`src/rtl/ksa_pkg.sv`:
```
// Shared types and the generate/propagate prefix operator for the Kogge-Stone adder.
package ksa_pkg;

  localparam int KSA_WIDTH  = 32;
  localparam int KSA_LEVELS = 5;

  typedef struct packed {
    logic g;
    logic p;
  } gp_t;

  // Associative prefix operator: hi is the more significant group.
  function automatic gp_t gp_combine(input gp_t hi, input gp_t lo);
    gp_t res;
    res.g = hi.g | (hi.p & lo.g);
    res.p = hi.p & lo.p;
    return res;
  endfunction

endpackage

```
`src/rtl/ksa_gp_cell.sv`:
```
// Black cell of the prefix tree: merges a high group with the adjacent lower group.
module ksa_gp_cell
  import ksa_pkg::*;
(
  input  logic g_hi,
  input  logic p_hi,
  input  logic g_lo,
  input  logic p_lo,
  output logic g_out,
  output logic p_out
);

  gp_t w_res;

  assign w_res = gp_combine(gp_t'{g: g_hi, p: p_hi}, gp_t'{g: g_lo, p: p_lo});
  assign g_out = w_res.g;
  assign p_out = w_res.p;

endmodule

```
`src/rtl/ksa_top.sv`:
```
// Kogge-Stone adder/subtractor: cin=0 adds, cin=1 subtracts (a + ~b + 1).
// Optional output register stage with asynchronous clear when PIPE=1.
module ksa_top
  import ksa_pkg::*;
#(
  parameter int WIDTH = KSA_WIDTH,
  parameter int PIPE  = 0
) (
  input  logic             clk,
  input  logic             rst,
  input  logic [WIDTH-1:0] a,
  input  logic [WIDTH-1:0] b,
  input  logic             cin,
  output logic [WIDTH-1:0] sum,
  output logic             cout
);

  localparam int LEVELS = $clog2(WIDTH);

  if (WIDTH < 2 || (WIDTH & (WIDTH - 1)) != 0) begin : g_bad_width
    $error("ksa_top: WIDTH must be a power of two >= 2");
  end

  logic [WIDTH-1:0] w_bb;
  logic [WIDTH-1:0] w_g;
  logic [WIDTH-1:0] w_p;
  logic [WIDTH-1:0] w_g_seed;
  logic [WIDTH-1:0] w_g_fin;
  logic [WIDTH-1:0] w_carry;
  logic [WIDTH-1:0] w_sum;
  logic             w_cout;

  assign w_bb = b ^ {WIDTH{cin}};
  assign w_g  = a & w_bb;
  assign w_p  = a ^ w_bb;

  // cin is folded into bit 0 so every group G already includes the carry-in.
  assign w_g_seed = {w_g[WIDTH-1:1], w_g[0] | (w_p[0] & cin)};

  for (genvar k = 0; k < LEVELS; k++) begin : g_lvl
    logic [WIDTH-1:0] w_g_in;
    logic [WIDTH-1:0] w_p_in;
    logic [WIDTH-1:0] w_g_out;
    logic [WIDTH-1:0] w_p_out;

    if (k == 0) begin : g_first
      assign w_g_in = w_g_seed;
      assign w_p_in = w_p;
    end else begin : g_next
      assign w_g_in = g_lvl[k-1].w_g_out;
      assign w_p_in = g_lvl[k-1].w_p_out;
    end

    for (genvar i = 0; i < WIDTH; i++) begin : g_bit
      if (i >= (1 << k)) begin : g_cell
        ksa_gp_cell u_cell (
          .g_hi  (w_g_in[i]),
          .p_hi  (w_p_in[i]),
          .g_lo  (w_g_in[i-(1<<k)]),
          .p_lo  (w_p_in[i-(1<<k)]),
          .g_out (w_g_out[i]),
          .p_out (w_p_out[i])
        );
      end else begin : g_pass
        assign w_g_out[i] = w_g_in[i];
        assign w_p_out[i] = w_p_in[i];
      end
    end
  end

  assign w_g_fin = g_lvl[LEVELS-1].w_g_out;

  // The final group propagate has no consumer; only group generate feeds carries.
  logic w_unused_pfin;
  assign w_unused_pfin = ^g_lvl[LEVELS-1].w_p_out;

  assign w_carry = {w_g_fin[WIDTH-2:0], cin};
  assign w_sum   = w_p ^ w_carry;
  assign w_cout  = w_g_fin[WIDTH-1];

  if (PIPE != 0) begin : g_pipe
    logic [WIDTH-1:0] r_sum;
    logic             r_cout;

    always_ff @(posedge clk or posedge rst) begin
      if (rst) begin
        r_sum  <= '0;
        r_cout <= 1'b0;
      end else begin
        r_sum  <= w_sum;
        r_cout <= w_cout;
      end
    end

    assign sum  = r_sum;
    assign cout = r_cout;
  end else begin : g_comb
    logic w_unused_clk_rst;
    assign w_unused_clk_rst = clk ^ rst;
    assign sum  = w_sum;
    assign cout = w_cout;
  end

endmodule

```
`config.mk`:
```
export PLATFORM = sky130hd
export DESIGN_NAME = ksa_top
export DESIGN_NICKNAME = d
export VERILOG_FILES = /design/src/rtl/ksa_pkg.sv /design/src/rtl/ksa_gp_cell.sv /design/src/rtl/ksa_top.sv
export SDC_FILE = /design/constraint.sdc
export NUM_CORES = 1
export LEC_CHECK = 0
export ABC_CLOCK_PERIOD_IN_PS = 18350
export CELL_PAD_IN_SITES_DETAIL_PLACEMENT = 1
export CELL_PAD_IN_SITES_GLOBAL_PLACEMENT = 2
export CORE_MARGIN = 5
export CORE_UTILIZATION = 24
export DETAILED_ROUTE_END_ITERATION = 7
export PLACE_DENSITY_LB_ADDON = 0.1
export SLEW_MARGIN = 20
export SYNTH_ARGS = -nofsm -noshare
export SYNTH_HDL_FRONTEND = slang
export SYNTH_SLANG_ARGS = --single-unit
export TNS_END_PERCENT = 1
```
`constraint.sdc`:
```
create_clock -name vclk -period 18.35
set_input_delay 5.505 -clock vclk [all_inputs]
set_output_delay 5.505 -clock vclk [all_outputs]
set_load 0.02 [all_outputs]
```
Yosys cells after proc, flatten, opt, wreduce, memory -nomap -nowiden
Index checks and enable logic that the tools add are counted.
{ "totals": {"register_bits": 0, "latch_bits": 0, "ram_bits": 0, "romBits": 0, "inputBits": 67, "output_inout_bits": 33, "word_cells": 362, "n_memories": 0} }
{ "classes": {"n_addsub": 0, "mul": 0, "n_div": 0, "n_lt_le_gt_ge": 0, "n_eq_ne": 0, "shift": 0, "mux": 0, "bitwise_logic": 362, "n_reduce_logical": 0} }
{ "op_table": {"columns": ["cell", "n"], "rows": [
  ["AND 1 bit", 228],
  ["bitwise OR 1 bit", 130],
  ["bitwise XOR 32 bit", 3],
  ["AND 32 bit", 1]
]} }

Longest topological paths before layout
{ "depth": {"word_depth": 14, "mapped_depth": 12, "ltp_nobuf": 10} }

Hierarchy
A second synthesis with hierarchy kept.
{ "unflattened": {"cells_unflattened": 358, "hier_area_um2": 2945.3} }
{ "by_module_without_submodules": {"columns": ["module", "instances", "cells_each", "area_per_inst_um2", "seq_area_each_um2"], "rows": [
  ["ksa_gp_cell", 129, 2, 15.0, 0.0],
  ["ksa_top", 1, 100, 1008.5, 0.0]
]} }

Least setup slack after synthesis
No wires, ideal clock.
{ "synth_timing": {"path_type": "input to output", "start": "input cin", "end": "output sum[20]", "arrival_time_ns": 8.267, "required_ns": 12.845, "slack_ns": 4.578, "path_stages": 11, "path_buffers": 2, "cell_sequence": "buf_2 buf_1 xor2_1 ha_1 nor2b_1 o21bai_1 a211o_1 nor3_1 a2bb2oi_2 a2111oi_0 a311oi_1"} }
{ "synth_between": {"elab_chain_len": 12, "word_cells_on_any_way": 60, "classes_between": "bitwise: 60"} }
{ "synth_rtl": {"columns": ["item", "line_no", "source"], "rows": [
  ["from (decl)", "ksa_top.sv:13", "input logic cin,"],
  ["bitwise XOR 32 bit", "ksa_top.sv:33", "assign w_bb = b ^ {WIDTH{cin}};"],
  ["bitwise XOR 32 bit or AND 32 bit (tied branches)", "ksa_top.sv:35, ksa_top.sv:34", null],
  ["AND 1 bit", "ksa_pkg.sv:15", "res.g = hi.g | (hi.p & lo.g);"],
  ["bitwise OR 1 bit", "ksa_pkg.sv:15", null],
  ["AND 1 bit", "ksa_pkg.sv:15", null],
  ["bitwise OR 1 bit", "ksa_pkg.sv:15", null],
  ["AND 1 bit", "ksa_pkg.sv:15", null],
  ["bitwise OR 1 bit", "ksa_pkg.sv:15", null],
  ["AND 1 bit", "ksa_pkg.sv:15", null],
  ["bitwise OR 1 bit (2 in a row)", "ksa_pkg.sv:15", null],
  ["bitwise XOR 32 bit *", "ksa_top.sv:78", "assign w_sum = w_p ^ w_carry;"],
  ["to (decl)", "ksa_top.sv:14", "output logic [WIDTH-1:0] sum,"]
]} }
Every way passes the cells marked *; elsewhere a longest branch is shown, timed or not.

Worst setup path after layout
Ends and elaborated chain as after synthesis.

==> metrics.txt <==
# TYPE chip_impl_metric gauge
chip_impl_metric{name="post-route-min-period",unit="ps"} 14700
chip_impl_metric{name="switching_share",unit="%"} 52.7
chip_impl_metric{name="area.growth.synth_to_final",unit="%"} 51.0
chip_impl_metric{name="initial_antenna_violation_count",unit=""} 0
chip_impl_metric{name="rows",unit=""} 34
chip_impl_metric{name="synth_cell_types",unit=""} 52
chip_impl_metric{name="cts_resized",unit=""} 0
chip_impl_metric{name="power.density",unit="mW/mm^2"} 63.8
chip_impl_info{name="top_count_cell_post_synth",value="sky130_fd_sc_hd__xor2_1"} 1
chip_impl_metric{name="die_h",unit="um"} 104
chip_impl_metric{name="drtAntennaViolNets",unit=""} 0
chip_impl_metric{name="timing.setup.tns",unit="ps"} 0
chip_impl_metric{name="synth_cells",unit=""} 289
chip_impl_info{name="run_status",value="finished clean"} 1
chip_impl_metric{name="fin_cells",unit=""} 488
chip_impl_metric{name="drc",unit=""} 0
chip_impl_info{name="crit_path_category",value="input pin to output pin"} 1
chip_impl_metric{name="floorplan.initialDensity",unit="%"} 24.5
chip_impl_metric{name="die_width",unit="um"} 104
chip_impl_metric{name="initialDrtViolationCount",unit=""} 50
chip_impl_info{name="hold_path_class",value="input pin to output pin"} 1
chip_impl_metric{name="static-leakage-power",unit="nW"} 1.35
chip_impl_info{name="timing.hold.worst.start",value="a[0]"} 1
chip_impl_metric{name="peakVddDrop",unit="V"} 0.0000218
chip_impl_metric{name="critPathArrivalTime",unit="ps"} 9190
chip_impl_metric{name="global_route.overflow_total",unit=""} 0
chip_impl_info{name="hold-path-endpoint",value="sum[0]"} 1
chip_impl_metric{name="path_max_fanout",unit=""} 32
chip_impl_metric{name="drt_wirelength",unit="um"} 7300
chip_impl_metric{name="report.final.setup_viol",unit=""} 0
chip_impl_metric{name="first_global_vias",unit=""} 2538
chip_impl_metric{name="hold_depth",unit=""} 3
chip_impl_metric{name="timing.max_cap.violations",unit=""} 0
chip_impl_metric{name="share_clk_of_total_power",unit="%"} 0
chip_impl_metric{name="antenna_fix_cells",unit=""} 0
chip_impl_metric{name="slack_of_the_critical_path",unit="ps"} 3650
chip_impl_metric{name="placement.setup.worst_slack",unit="ps"} 3550
chip_impl_metric{name="total_switching_power",unit="uW"} 108
chip_impl_metric{name="synth.yosys.seq_area_share",unit="%"} 0
chip_impl_info{name="synthTopCellsByCount",value="sky130_fd_sc_hd__xor2_1 (43), sky130_fd_sc_hd__ha_1 (34), sky130_fd_sc_hd__a21oi_1 (30), sky130_fd_sc_hd__nand2_1 (25), sky130_fd_sc_hd__nor2_1 (19)"} 1
chip_impl_metric{name="port-buffer-count",unit=""} 98
chip_impl_metric{name="timing.max_slew.rel_slack",unit="%"} 36.0
chip_impl_info{name="post_synth_main_area_contributors",value="sky130_fd_sc_hd__ha_1 (20%), sky130_fd_sc_hd__xor2_1 (18%), sky130_fd_sc_hd__a21oi_1 (7.1%)"} 1
chip_impl_metric{name="p_int",unit="uW"} 96.7
chip_impl_metric{name="fin_hold_ws",unit="ps"} 12170
chip_impl_info{name="crit_path_end_kind",value="output pin"} 1
chip_impl_metric{name="synth_fp_nets",unit=""} 391
chip_impl_metric{name="groute.usage.overall",unit="%"} 12.8
chip_impl_metric{name="avgRoutedWirePerCell",unit="um"} 15.0
chip_impl_metric{name="synth_area_per_cell",unit="sq um"} 7.35
chip_impl_metric{name="hold_buffers",unit=""} 0
chip_impl_metric{name="sequential_cell_total",unit=""} 0
chip_impl_metric{name="io-pin-count",unit=""} 100
chip_impl_metric{name="post-synth-top-area-fraction",unit="%"} 20.0
chip_impl_metric{name="report.final.hold_viol_count",unit=""} 0
chip_impl_metric{name="final-seq-area",unit="sq um"} 0
chip_impl_metric{name="maximum_number_of_pins_on_one_net_before_global_route_repair",unit=""} 33
chip_impl_metric{name="dieArea",unit="sq mm"} 0.0108
chip_impl_metric{name="synth.cell_area",unit="sq mm"} 0.00212
chip_impl_metric{name="gp_congestion",unit=""} 0.741
chip_impl_metric{name="worstMarginPinSlew",unit="ps"} 959
chip_impl_metric{name="share_of_total_power_in_sequential_cells",unit="%"} 0
chip_impl_metric{name="yosys_warnings",unit=""} 0
chip_impl_metric{name="final_net_count",unit=""} 484
chip_impl_metric{name="dp.cells",unit=""} 488
chip_impl_metric{name="postPlaceCellArea",unit="sq mm"} 0.00321
chip_impl_metric{name="layout.cell_area.non_filler",unit="sq mm"} 0.00321
chip_impl_metric{name="timing.fmax",unit="MHz"} 68.0
chip_impl_metric{name="detailedRoute.firstPassIterationCount",unit=""} 4
chip_impl_metric{name="final_max_slew_viol_count",unit=""} 0
chip_impl_metric{name="post-route-period-util",unit="%"} 80.1
chip_impl_metric{name="critical_path_required",unit="ps"} 12840
chip_impl_metric{name="layout-drive-gt1-share",unit="%"} 3.42
chip_impl_metric{name="routed-via-count",unit=""} 2411
chip_impl_metric{name="comb_pwr_share",unit="%"} 100.0
chip_impl_metric{name="post_drt_via_cell_ratio",unit=""} 4.94
chip_impl_metric{name="cts_setup_buffers",unit=""} 0
chip_impl_metric{name="post-dp-hpwl",unit="um"} 6320
chip_impl_metric{name="clkbuf_count",unit=""} 0
chip_impl_metric{name="core_footprint",unit="sq mm"} 0.00868
chip_impl_info{name="grt_setup_unrepaired",value="false"} 1
chip_impl_info{name="synth_area_leader_cell",value="sky130_fd_sc_hd__ha_1"} 1
chip_impl_info{name="worstSetupStartpointType",value="input pin"} 1
chip_impl_metric{name="grt_first_pass_wirelength",unit="um"} 12300
-- metal layers --
metal | vias up | share of wire [%] | global-route usage, % | wire [um]
li1 | 1255 | - | - | -
met1 | 1099 | 49 | 17.9 | 3550
met2 | 57 | 46 | 21.5 | 3330
met3 | 0 | 5.7 | 2.67 | 417
met4 | 0 | 0 | 0 | 0
met5 | - | 0 | 0 | 0
-- worst max-delay path by stage --
stage,start,endpoint
2_1_floorplan,cin,sum[20]
3_3_place_gp,cin,sum[20]
3_5_place_dp,cin,sum[20]
4_1_cts,cin,sum[20]
5_1_grt,cin,sum[20]
6_report,cin,sum[20]
-- power by group through the flow --
stage / combinational (mW) / clock [mW] / sequential [mW]
floorplan: 0.123 / 0 / 0
global placement: 0.206 / 0 / 0
detailed placement: 0.207 / 0 / 0
CTS: 0.208 / 0 / 0
global route: 0.224 / 0 / 0
finish: 0.205 / 0 / 0
-- critical path: stages --
cell,delay (ps)
sky130_fd_sc_hd__buf_2,720
sky130_fd_sc_hd__xor2_1,250
sky130_fd_sc_hd__inv_1,80
sky130_fd_sc_hd__fa_1,410
sky130_fd_sc_hd__nor2b_1,170
sky130_fd_sc_hd__o21bai_1,140
sky130_fd_sc_hd__a211o_1,350
sky130_fd_sc_hd__nor3_1,220
sky130_fd_sc_hd__a2bb2oi_2,280
sky130_fd_sc_hd__a2111oi_0,140
sky130_fd_sc_hd__a311oi_1,280
sky130_fd_sc_hd__clkdlybuf4s50_1,650
-- through the flow --
| stage | util (%) | power [mW] |
|---|---|---|
| 2_1_floorplan | - | 0.123 |
| 3_3_place_gp | 37.0 | 0.206 |
| 3_5_place_dp | 37.0 | 0.207 |
| 4_1_cts | 37.0 | 0.208 |
| 5_1_grt | 37.0 | 0.224 |
| 6_report | 37.0 | 0.205 |
-- cell usage in the layout (no fill, tap or decap), drive strengths merged, types with 3 or more instances in the layout --
master,count
ha,34
a211oi,5
a21oi,32
inv,9
a21o,11
nand2,25
nor2,19
nor3,5
a311oi,3
o21a,6
nand3,3
xnor2,16
and3,4
clkdlybuf4s50,97
nor2b,3
xor2,43
o21ai,20
o21bai,7
nand4,5
-- cells by family after synthesis --
kind of cell	share of synthesized area [%]
and+or+nand+nor	16.0
xor gates and xnor gates	24.3
adders and majority gates	21.0
AOI/OAI and AO/OA	34.3
muxes	1.53
buffers and inverters	2.89
-- area by class of cell --
type                            count  area (sq um)
Fill cell                        1081          5470
Inverter                            9          33.8
Multi-Input combinational cell    273          2060
Tap cell                          108           135
Timing Repair Buffer               98           976
Power figures use the tool's default switching activity.
